<file path="src/rtl/packed_word_fifo_if.sv">
// Write/read handshake bundle between the word packer, the FIFO and the word consumer.
interface packed_word_fifo_if #(
    parameter int unsigned DATA_W = 32,
    parameter int unsigned ADDR_W = 3
);
    logic [DATA_W-1:0] wr_data;
    logic              wr_valid;
    logic              wr_ready;
    logic [DATA_W-1:0] rd_data;
    logic              rd_valid;
    logic              rd_ready;
    logic [ADDR_W:0]   count;
    logic              overflow;
    logic              underflow;

    modport master (
        output wr_data, wr_valid, rd_ready,
        input  wr_ready, rd_data, rd_valid, count, overflow, underflow
    );

    modport slave (
        input  wr_data, wr_valid, rd_ready,
        output wr_ready, rd_data, rd_valid, count, overflow, underflow
    );
endinterface

</file>
<file path="src/rtl/packed_word_fifo.sv">
// Circular first-word-fall-through FIFO for packed 32-bit words, with sticky
// overflow/underflow flags for handshake violations.
module packed_word_fifo #(
    parameter int unsigned DATA_W = 32,
    parameter int unsigned DEPTH  = 8,
    parameter int unsigned ADDR_W = 3
) (
    input  logic              clk,
    input  logic              rst,
    packed_word_fifo_if.slave bus
);
    localparam int unsigned CNT_W = ADDR_W + 1;

    logic [DATA_W-1:0] mem_q [DEPTH];
    logic [ADDR_W-1:0] wr_ptr_q, wr_ptr_d;
    logic [ADDR_W-1:0] rd_ptr_q, rd_ptr_d;
    logic [CNT_W-1:0]  count_q, count_d;
    logic              overflow_q, overflow_d;
    logic              underflow_q, underflow_d;
    logic              full_c, empty_c, wr_en_c, rd_en_c;

    // Handshake decode and next-state; a full buffer refuses writes even when a read frees a slot.
    always_comb begin
        full_c      = (count_q == CNT_W'(DEPTH));
        empty_c     = (count_q == '0);
        wr_en_c     = bus.wr_valid && !full_c;
        rd_en_c     = bus.rd_ready && !empty_c;
        wr_ptr_d    = wr_ptr_q;
        rd_ptr_d    = rd_ptr_q;
        count_d     = count_q;
        overflow_d  = overflow_q  | (bus.wr_valid && full_c);
        underflow_d = underflow_q | (bus.rd_ready && empty_c);
        if (wr_en_c) wr_ptr_d = wr_ptr_q + ADDR_W'(1);
        if (rd_en_c) rd_ptr_d = rd_ptr_q + ADDR_W'(1);
        case ({wr_en_c, rd_en_c})
            2'b10:   count_d = count_q + CNT_W'(1);
            2'b01:   count_d = count_q - CNT_W'(1);
            default: count_d = count_q;
        endcase
    end

    always_ff @(posedge clk) begin
        if (rst) begin
            wr_ptr_q    <= '0;
            rd_ptr_q    <= '0;
            count_q     <= '0;
            overflow_q  <= 1'b0;
            underflow_q <= 1'b0;
        end else begin
            wr_ptr_q    <= wr_ptr_d;
            rd_ptr_q    <= rd_ptr_d;
            count_q     <= count_d;
            overflow_q  <= overflow_d;
            underflow_q <= underflow_d;
        end
    end

    // Storage is never cleared; reset only blocks the write.
    always_ff @(posedge clk) begin
        if (!rst && wr_en_c) mem_q[wr_ptr_q] <= bus.wr_data;
    end

    assign bus.wr_ready  = !full_c;
    assign bus.rd_valid  = !empty_c;
    assign bus.rd_data   = empty_c ? '0 : mem_q[rd_ptr_q];
    assign bus.count     = count_q;
    assign bus.overflow  = overflow_q;
    assign bus.underflow = underflow_q;
endmodule

</file>
<file path="src/flat_wrapper.sv">
// flat-port wrapper written by rule: the top's interface ports become plain ports
module packed_word_fifo_flat 
#(
    parameter int unsigned DATA_W = 32,
    parameter int unsigned DEPTH  = 8,
    parameter int unsigned ADDR_W = 3
)
  (clk, rst, bus_wr_data, bus_wr_valid, bus_rd_ready, bus_wr_ready, bus_rd_data, bus_rd_valid, bus_count, bus_overflow, bus_underflow);
  packed_word_fifo_if #(.DATA_W(DATA_W), .ADDR_W(ADDR_W)) bus_i ();
  input  logic clk;
  input  logic rst;
  input wire logic [$bits(bus_i.wr_data)-1:0] bus_wr_data;
  input wire logic [$bits(bus_i.wr_valid)-1:0] bus_wr_valid;
  input wire logic [$bits(bus_i.rd_ready)-1:0] bus_rd_ready;
  output wire logic [$bits(bus_i.wr_ready)-1:0] bus_wr_ready;
  output wire logic [$bits(bus_i.rd_data)-1:0] bus_rd_data;
  output wire logic [$bits(bus_i.rd_valid)-1:0] bus_rd_valid;
  output wire logic [$bits(bus_i.count)-1:0] bus_count;
  output wire logic [$bits(bus_i.overflow)-1:0] bus_overflow;
  output wire logic [$bits(bus_i.underflow)-1:0] bus_underflow;
  assign bus_i.wr_data = bus_wr_data;
  assign bus_i.wr_valid = bus_wr_valid;
  assign bus_i.rd_ready = bus_rd_ready;
  assign bus_wr_ready = bus_i.wr_ready;
  assign bus_rd_data = bus_i.rd_data;
  assign bus_rd_valid = bus_i.rd_valid;
  assign bus_count = bus_i.count;
  assign bus_overflow = bus_i.overflow;
  assign bus_underflow = bus_i.underflow;
  packed_word_fifo #(.DATA_W(DATA_W), .DEPTH(DEPTH), .ADDR_W(ADDR_W)) u_core (.clk(clk), .rst(rst), .bus(bus_i));
endmodule
</file>
<file path="config.mk">
export PLATFORM = sky130hd
export DESIGN_NAME = packed_word_fifo_flat
export DESIGN_NICKNAME = d
export VERILOG_FILES = /design/src/rtl/packed_word_fifo_if.sv /design/src/rtl/packed_word_fifo.sv /design/src/flat_wrapper.sv
export SDC_FILE = /design/constraint.sdc
export NUM_CORES = 1
export LEC_CHECK = 0
export BUFFER_PORTS_ARGS = -buffer_cell sky130_fd_sc_hd__buf_2
export CORE_MARGIN = 2
export CORE_UTILIZATION = 44
export CTS_CLUSTER_DIAMETER = 150
export DETAILED_ROUTE_END_ITERATION = 10
export GPL_TIMING_DRIVEN = 0
export PLACE_DENSITY_LB_ADDON = 0.1
export SLEW_MARGIN = 20
export SYNTH_ARGS = -nofsm -noshare
export SYNTH_HDL_FRONTEND = slang
export SYNTH_SLANG_ARGS = --single-unit
</file>
<file path="constraint.sdc">
create_clock -name clk -period 6.54 [get_ports clk]
set_input_delay 1.308 -clock clk [delete_from_list [all_inputs] [get_ports clk]]
set_output_delay 1.308 -clock clk [all_outputs]
set_load 0.02 [all_outputs]
</file>
==> results.json, run 1 <==
{
  "setup_viol": 0,
  "grt_max_degree": 18,
  "nNetsFinal": 674,
  "tightest_slew_ns": 0.977,
  "drtIter0Drc": 179,
  "clkTransAtPathRegs_ns": 0.06,
  "crit_type": "flop to output port",
  "vias": 5045,
  "synth_top_area_frac": 0.734,
  "status": "finished clean",
  "track_usage": 0.174,
  "post_cts_buffers": 0,
  "gr-total-overflow": 0,
  "fin_crit_sh": 0.585,
  "fillerInstances": 1912,
  "startpoint_type": "flop",
  "dp_slack_ns": 3.21,
  "hp-start": "u_core.bus.overflow",
  "portBuffers": 73,
  "antenna_found_initial": 1,
  "synth-main-ff-cell": "edfxtp_1",
  "synth_edf_count": 256,
  "dp.cells": 922,
  "rsz0062_at_grt": "no",
  "grt_pass1_wl_um": 32000,
  "rrSetupSlack_ns": 3.57,
  "cts.htree.levels": 1,
  "maxCapViolCount": 0,
  "initial_utilization": 0.447,
  "die_w_um": 158,
  "num_antenna_cells": 0,
  "synth_area_leader_cell": "edfxtp_1",
  "fin_ws_ns": 2.71,
  "period_minus_slack_ns": 3.83,
  "globalplace.congestion": 0.769,
  "drc_errors": 0,
  "postCtsHoldBufs": 0,
  "num_io_pins": 76,
  "critPathMaxFanout": 10,
  "finalHoldViolCount": 0,
  "ant_nets": 0,
  "clockBufferDepth": 3,
  "dieHeight_um": 158,
  "cts_sinks": 271,
  "async_flop_share": 0,
  "synth-seq-cells": 271,
  "netlist_area_um2": 10500,
  "ir_drop_mv": 0.221,
  "synth.avg_cell_area_um2": 21.1,
  "synth_nets": 536,
  "fin_skew_ns": 0.00990,
  "core_um2": 23400,
  "max_freq_mhz": 261,
  "row_count": 56,
  "synth_seq_area_share": 0.763,
  "syn_to_final_growth_pct": 20.2,
  "power-per-cell-area_nw_per_um2": 400,
  "cts_inserted_buffers": 29,
  "drv_slew": 0,
  "grt_pass1_vias": 5374,
  "cp_data_arrival_time_ns": 2.52,
  "clock_latency_ns": 0.53,
  "slew_headroom": 0.349,
  "drtPass1Iterations": 4,
  "post_cts_resized": 0,
  "cts_root_buf": "clkbuf_16",
  "synth.distinct_cells": 35,
  "dp_hpwl_um": 14000,
  "wl_per_cell_um": 21.6,
  "fin_total_pwr_uw": 5030,
  "totalWireLength_um": 21000,
  "ys_warn_count": 0,
  "setup.worst_path.end_class": "output port",
  "hp-class": "flop to flop",
  "vias_per_cell": 5.20,
  "r2r-start": "u_core.bus.count[0]",
  "cp.required_ns": 5.23,
  "drive_above_1_share": 0.360,
  "p_leak_uw": 0.00418,
  "design.die.area_um2": 25000,
  "instances_no_fill": 971,
  "synth.area.top_cells": "edfxtp_1 73%, mux4_2 14%, mux2i_1 3.3%, dfxtp_1 2.9%, nor2_1 1.8%",
  "syn_inst": 496,
  "cts_tree": "done"
}
## metrics by stage
| step | util | setup TNS (ns) | instance area [um2] | hold slack [ns] |
|---|---|---|---|---|
| 3_3_place_gp | 0.480 | -213.60 | 11200 | 0.450 |
| 4_1_cts | 0.538 | 0 | 12600 | 0.472 |
| 3_5_place_dp | 0.497 | 0 | 11600 | 0.460 |
| 2_1_floorplan | - | 0 | 10500 | 0.485 |
| 6_report | 0.538 | 0 | 12600 | 0.464 |
| 5_1_grt | 0.538 | 0 | 12600 | 0.503 |
## final cells by class
class                      count  area, um2  area share
sequential                   271       7990       0.635
timing repair buffer         107        722      0.0574
inverter                       2       7.51    0.000597
tap                          319        399      0.0317
clock buffer                  33        741      0.0589
multi-input combinational    195       2380       0.189
buffer                        28        145      0.0115
clock inverter                16        199      0.0158
## per-layer routing
metal	vias to the layer above	GRT usage	wire length, um
met2	96	0.304	10600
li1	2291	-	-
met5	-	0	7
met4	2	0.0352	307
met3	25	0.0310	885
met1	2631	0.233	9190
## cells by family (layout without fill, tap and decap cells)
group	count (synthesis)	after routing	synth area share
DFF	271	271	0.763
muxes	101	101	0.173
and+or+nand+nor	78	78	0.0359
buffers and inverters	30	186	0.0146
AOI/OAI and AO/OA	7	7	0.00442
xor gates and xnor gates	5	5	0.00418
adders and majority gates	4	4	0.00478
## worst paths after layout
kind | cells after the start | end
worst max-delay path | 6 | bus_rd_data[21]
worst min-delay path | 2 | u_core.bus.overflow
worst max register to register | 10 | u_core.bus.count[2]
worst min register to register | 2 | u_core.bus.overflow
## cells in the final DEF, fill, tap and decap left out, types with 8 or more instances in the layout
master and instances:
clkinv_1 8, buf_4 23, buf_2 88, nor2_1 46, dfxtp_1 15, mux2i_1 35
clkbuf_16 29, edfxtp_1 256, clkbuf_1 13, mux4_2 64
## worst max-delay path, cell delays in order, from the launching register on
cell,delay (ns)
dfxtp_1,0.30
buf_2,0.24
clkbuf_1,0.62
mux4_2,0.42
mux2i_1,0.15
nor2_1,0.09
buf_2,0.18
## flip-flops by register name (all words and copies together), names as in the netlist, named ones only
signal,count
u_core.bus.count,4
u_core.bus.overflow,1
u_core.bus.underflow,1
u_core.mem_q,256
u_core.rd_ptr_q,3
u_core.wr_ptr_q,3
## where the power goes
part | leakage [uW] | internal (uW) | total (uW) | switching, uW
Clock | 0.000458 | 998 | 1620 | 618
Sequential | 0.00243 | 1980 | 2020 | 36.1
Combinational | 0.00128 | 563 | 1400 | 835
Total | 0.00418 | 3540 | 5030 | 1490
## synth_stat cells, drive strengths merged, types with 2 or more instances
master,n
inv,2
buf,19
nor3,7
a21oi,2
nor4,2
nor2,49
mux2,2
ha,4
and3b,2
mux2i,35
o21ai,2
dfxtp,15
xor2,4
mux4,64
nand3,4
edfxtp,256
nand2,5
nor2b,4
clkbuf,9
(Power assumes the default switching activity.)
==> inputs of run 2 (changes only) <==
--- a/config.mk
+++ b/config.mk
@@ -5,6 +5,7 @@
 export SDC_FILE = /design/constraint.sdc
 export NUM_CORES = 1
 export LEC_CHECK = 0
+export ABC_AREA = 1
 export BUFFER_PORTS_ARGS = -buffer_cell sky130_fd_sc_hd__buf_2
 export CORE_MARGIN = 2
 export CORE_UTILIZATION = 44
==> constraint.sdc (replaced) <==
create_clock -name clk -period 3.1 [get_ports clk]
set_input_delay 0.62 -clock clk [delete_from_list [all_inputs] [get_ports clk]]
set_output_delay 0.62 -clock clk [all_outputs]
set_load 0.02 [all_outputs]
==> run 2 against run 1 <==
Hold slack got worse by 0.11 ns. Synthesized cell count is 74% higher. Combinational power grew 140%. Clock skew up 0.0081 ns. Worst setup slack got worse by 2.6 ns. Power rose by 110%. Largest power group unchanged. Highest routed layer is now met4.
==> results.json, run 2 <==
{
  "rrSetupSlack_ns": 0.58,
  "crit_type": "flop to output port",
  "drtPass1Iterations": 4,
  "synth_area_leader_cell": "edfxtp_1",
  "clock_latency_ns": 0.54,
  "ys_warn_count": 0,
  "seqCellArea_um2": 7990,
  "r2r-start": "u_core.bus.count[0]",
  "netlist_area_um2": 10800,
  "synth.avg_cell_area_um2": 12.4,
  "cp.required_ns": 2.48,
  "setup.worst_path.end_class": "output port",
  "met3_usage": 0.0266,
  "initial_utilization": 0.445,
  "synth-seq-cells": 271,
  "period_minus_slack_ns": 2.94,
  "regMostFlops": "u_core.mem_q",
  "drc_errors": 0,
  "setup_viol": 0,
  "setup_tns_ns": 0,
  "maxCapViolCount": 0,
  "r2r-end": "u_core.mem_q[0][15]",
  "gr-total-overflow": 0,
  "ant_nets": 0,
  "grt_max_degree": 20,
  "ir_drop_mv": 0.478,
  "synth_seq_area_share": 0.743,
  "hold_slack_ns": 0.351,
  "multi_input_area_um2": 2450,
  "ys_top_cells_by_count": "269 x nor2_1, 256 x edfxtp_1, 158 x o21ai_0, 32 x o32ai_1, 26 x clkbuf_1",
  "slew_headroom": 0.519,
  "antenna_found_initial": 0,
  "synth_top_area_frac": 0.715,
  "totalWireLength_um": 25800,
  "fin_crit_sh": 0.948,
  "rsz0062_at_grt": "no",
  "clockBufferDepth": 3,
  "track_usage": 0.201,
  "core_um2": 24200,
  "mostFrequentLayoutCells": "265 x nor2_1, 256 x edfxtp_1, 158 x o21ai_0, 91 x buf_2, 32 x o32ai_1",
  "row_count": 57,
  "fillerInstances": 2068,
  "syn_inst": 864,
  "rr_worst_depth": 10,
  "clkTransAtPathRegs_ns": 0.06,
  "synth_edf_count": 256,
  "min_to": "u_core.bus.overflow",
  "drive_above_1_share": 0.183,
  "cts.htree.levels": 1,
  "design.die.area_um2": 25700,
  "num_io_pins": 76,
  "cts_tree": "done",
  "num_antenna_cells": 0,
  "synth.distinct_cells": 23,
  "top_usage_layer": "met2",
  "synth_nets": 904,
  "nNetsFinal": 1029,
  "vias": 6967,
  "grt_pass1_wl_um": 39400,
  "vias_per_cell": 5.22,
  "portBuffers": 75,
  "status": "finished clean",
  "hp-class": "input pin to flop",
  "mostFrequentLayoutCell": "nor2_1",
  "drv_slew": 0,
  "hp-start": "rst",
  "tightest_slew_ns": 0.717,
  "post_cts_buffers": 0,
  "globalplace.congestion": 0.765,
  "max_freq_mhz": 340,
  "async_flop_share": 0,
  "cts_sinks": 271,
  "p_leak_uw": 0.00448,
  "grt_pass1_vias": 6918,
  "yosysMostFrequentCell": "nor2_1",
  "startpoint_type": "flop",
  "grtUsageMet1": 0.276,
  "drtIter0Drc": 504,
  "dp_hpwl_um": 16700,
  "wl_per_cell_um": 19.3,
  "use_met2": 0.342,
  "finalHoldViolCount": 0,
  "die_w_um": 160,
  "dieHeight_um": 160,
  "largest_reg_flops": 256,
  "hold-path-cell-count": 2,
  "cp_data_arrival_time_ns": 2.32,
  "cts_root_buf": "clkbuf_16",
  "fin_skew_ns": 0.0180,
  "synth-main-ff-cell": "edfxtp_1",
  "cts_inserted_buffers": 28,
  "synth.area.top_cells": "edfxtp_1 71%, nor2_1 9.4%, o21ai_0 7.4%, dfxtp_1 2.8%, o32ai_1 2.6%",
  "power-per-cell-area_nw_per_um2": 841,
  "critPathMaxFanout": 10,
  "syn_to_final_growth_pct": 18.2
}
run 2: cell count changes after synthesis, moves of 17 or more:
cell / change
inv_1: +19
mux4_2: -64
mux2i_1: -35
o32ai_1: +32
o21ai_0: +157
clkbuf_1: +17
nor2_1: +220
run 2: critical path, stage by stage (launching register included):
cell and delay, ns:
dfxtp_1 0.39, buf_6 0.18, clkbuf_1 0.41, o21ai_0 0.18, o32ai_1 0.15, nor2_1 0.07, nor2_1 0.19, buf_2 0.20
run 2: power by group:
part | leakage (uW) | internal [uW] | total (uW) | switching [uW]
Combinational | 0.00162 | 1030 | 3320 | 2280
Sequential | 0.00244 | 4130 | 4200 | 63.5
Clock | 0.000430 | 1830 | 3180 | 1340
run 2: routing by layer:
metal	up-vias	wire length, um
li1	3364	-
met1	3390	11600
met2	175	12600
met3	38	1170
met4	0	402
met5	-	0
run 2: cell type report:
type / instances / share of cell area
buffer: 54 / 0.0238
clock buffer: 36 / 0.0575
clock inverter: 16 / 0.0110
inverter: 20 / 0.00590
multi-input combinational: 519 / 0.193
sequential: 271 / 0.628
tap: 324 / 0.0319
timing repair buffer: 95 / 0.0485
run 2: worst max path at each step:
stage / startpoint / end / slack, ns / cells after the start
floorplan: u_core.bus.count[0] / u_core.mem_q[6][0] / -0.82 / 7
global placement: bus_wr_valid / u_core.mem_q[0][14] / -2.90 / 6
detailed placement: bus_wr_valid / u_core.mem_q[0][15] / 0.37 / 9
CTS: u_core.bus.count[0] / bus_rd_data[28] / 0.03 / 6
global route: flop / bus_rd_data[16] / 0.008 / 7
finish: flop / bus_rd_data[16] / 0.16 / 7
run 2: kinds of logic after synthesis:
logic type / count (synthesis) / synth area share
AOI/OAI and AO/OA: 209 / 0.109
adders and majority gates: 4 / 0.00465
buffers and inverters: 74 / 0.0336
and+or+nand+nor: 304 / 0.109
xor gates and xnor gates: 2 / 0.00163
DFF: 271 / 0.743
run 2: timing repair:
action | 4_1_cts | 5_1_grt
endpoints found under the setup margin | 3 | 20
hold buffers | 0 | 0
resized for setup | 2 | 19
run 2: through the flow:
stage / setup slack (ns) / total power [uW] / instance area, um2 / cells / util
finish: 0.161 / 10700 / 12700 / 1335 / 0.526
global placement: -2.90 / 7560 / 11500 / 1263 / 0.477
detailed placement: 0.366 / 7610 / 11800 / 1283 / 0.489
global route: 0.00833 / 11300 / 12700 / 1335 / 0.526
CTS: 0.0267 / 10800 / 12700 / 1335 / 0.525
floorplan: -0.823 / 6390 / 10800 / 864 / -
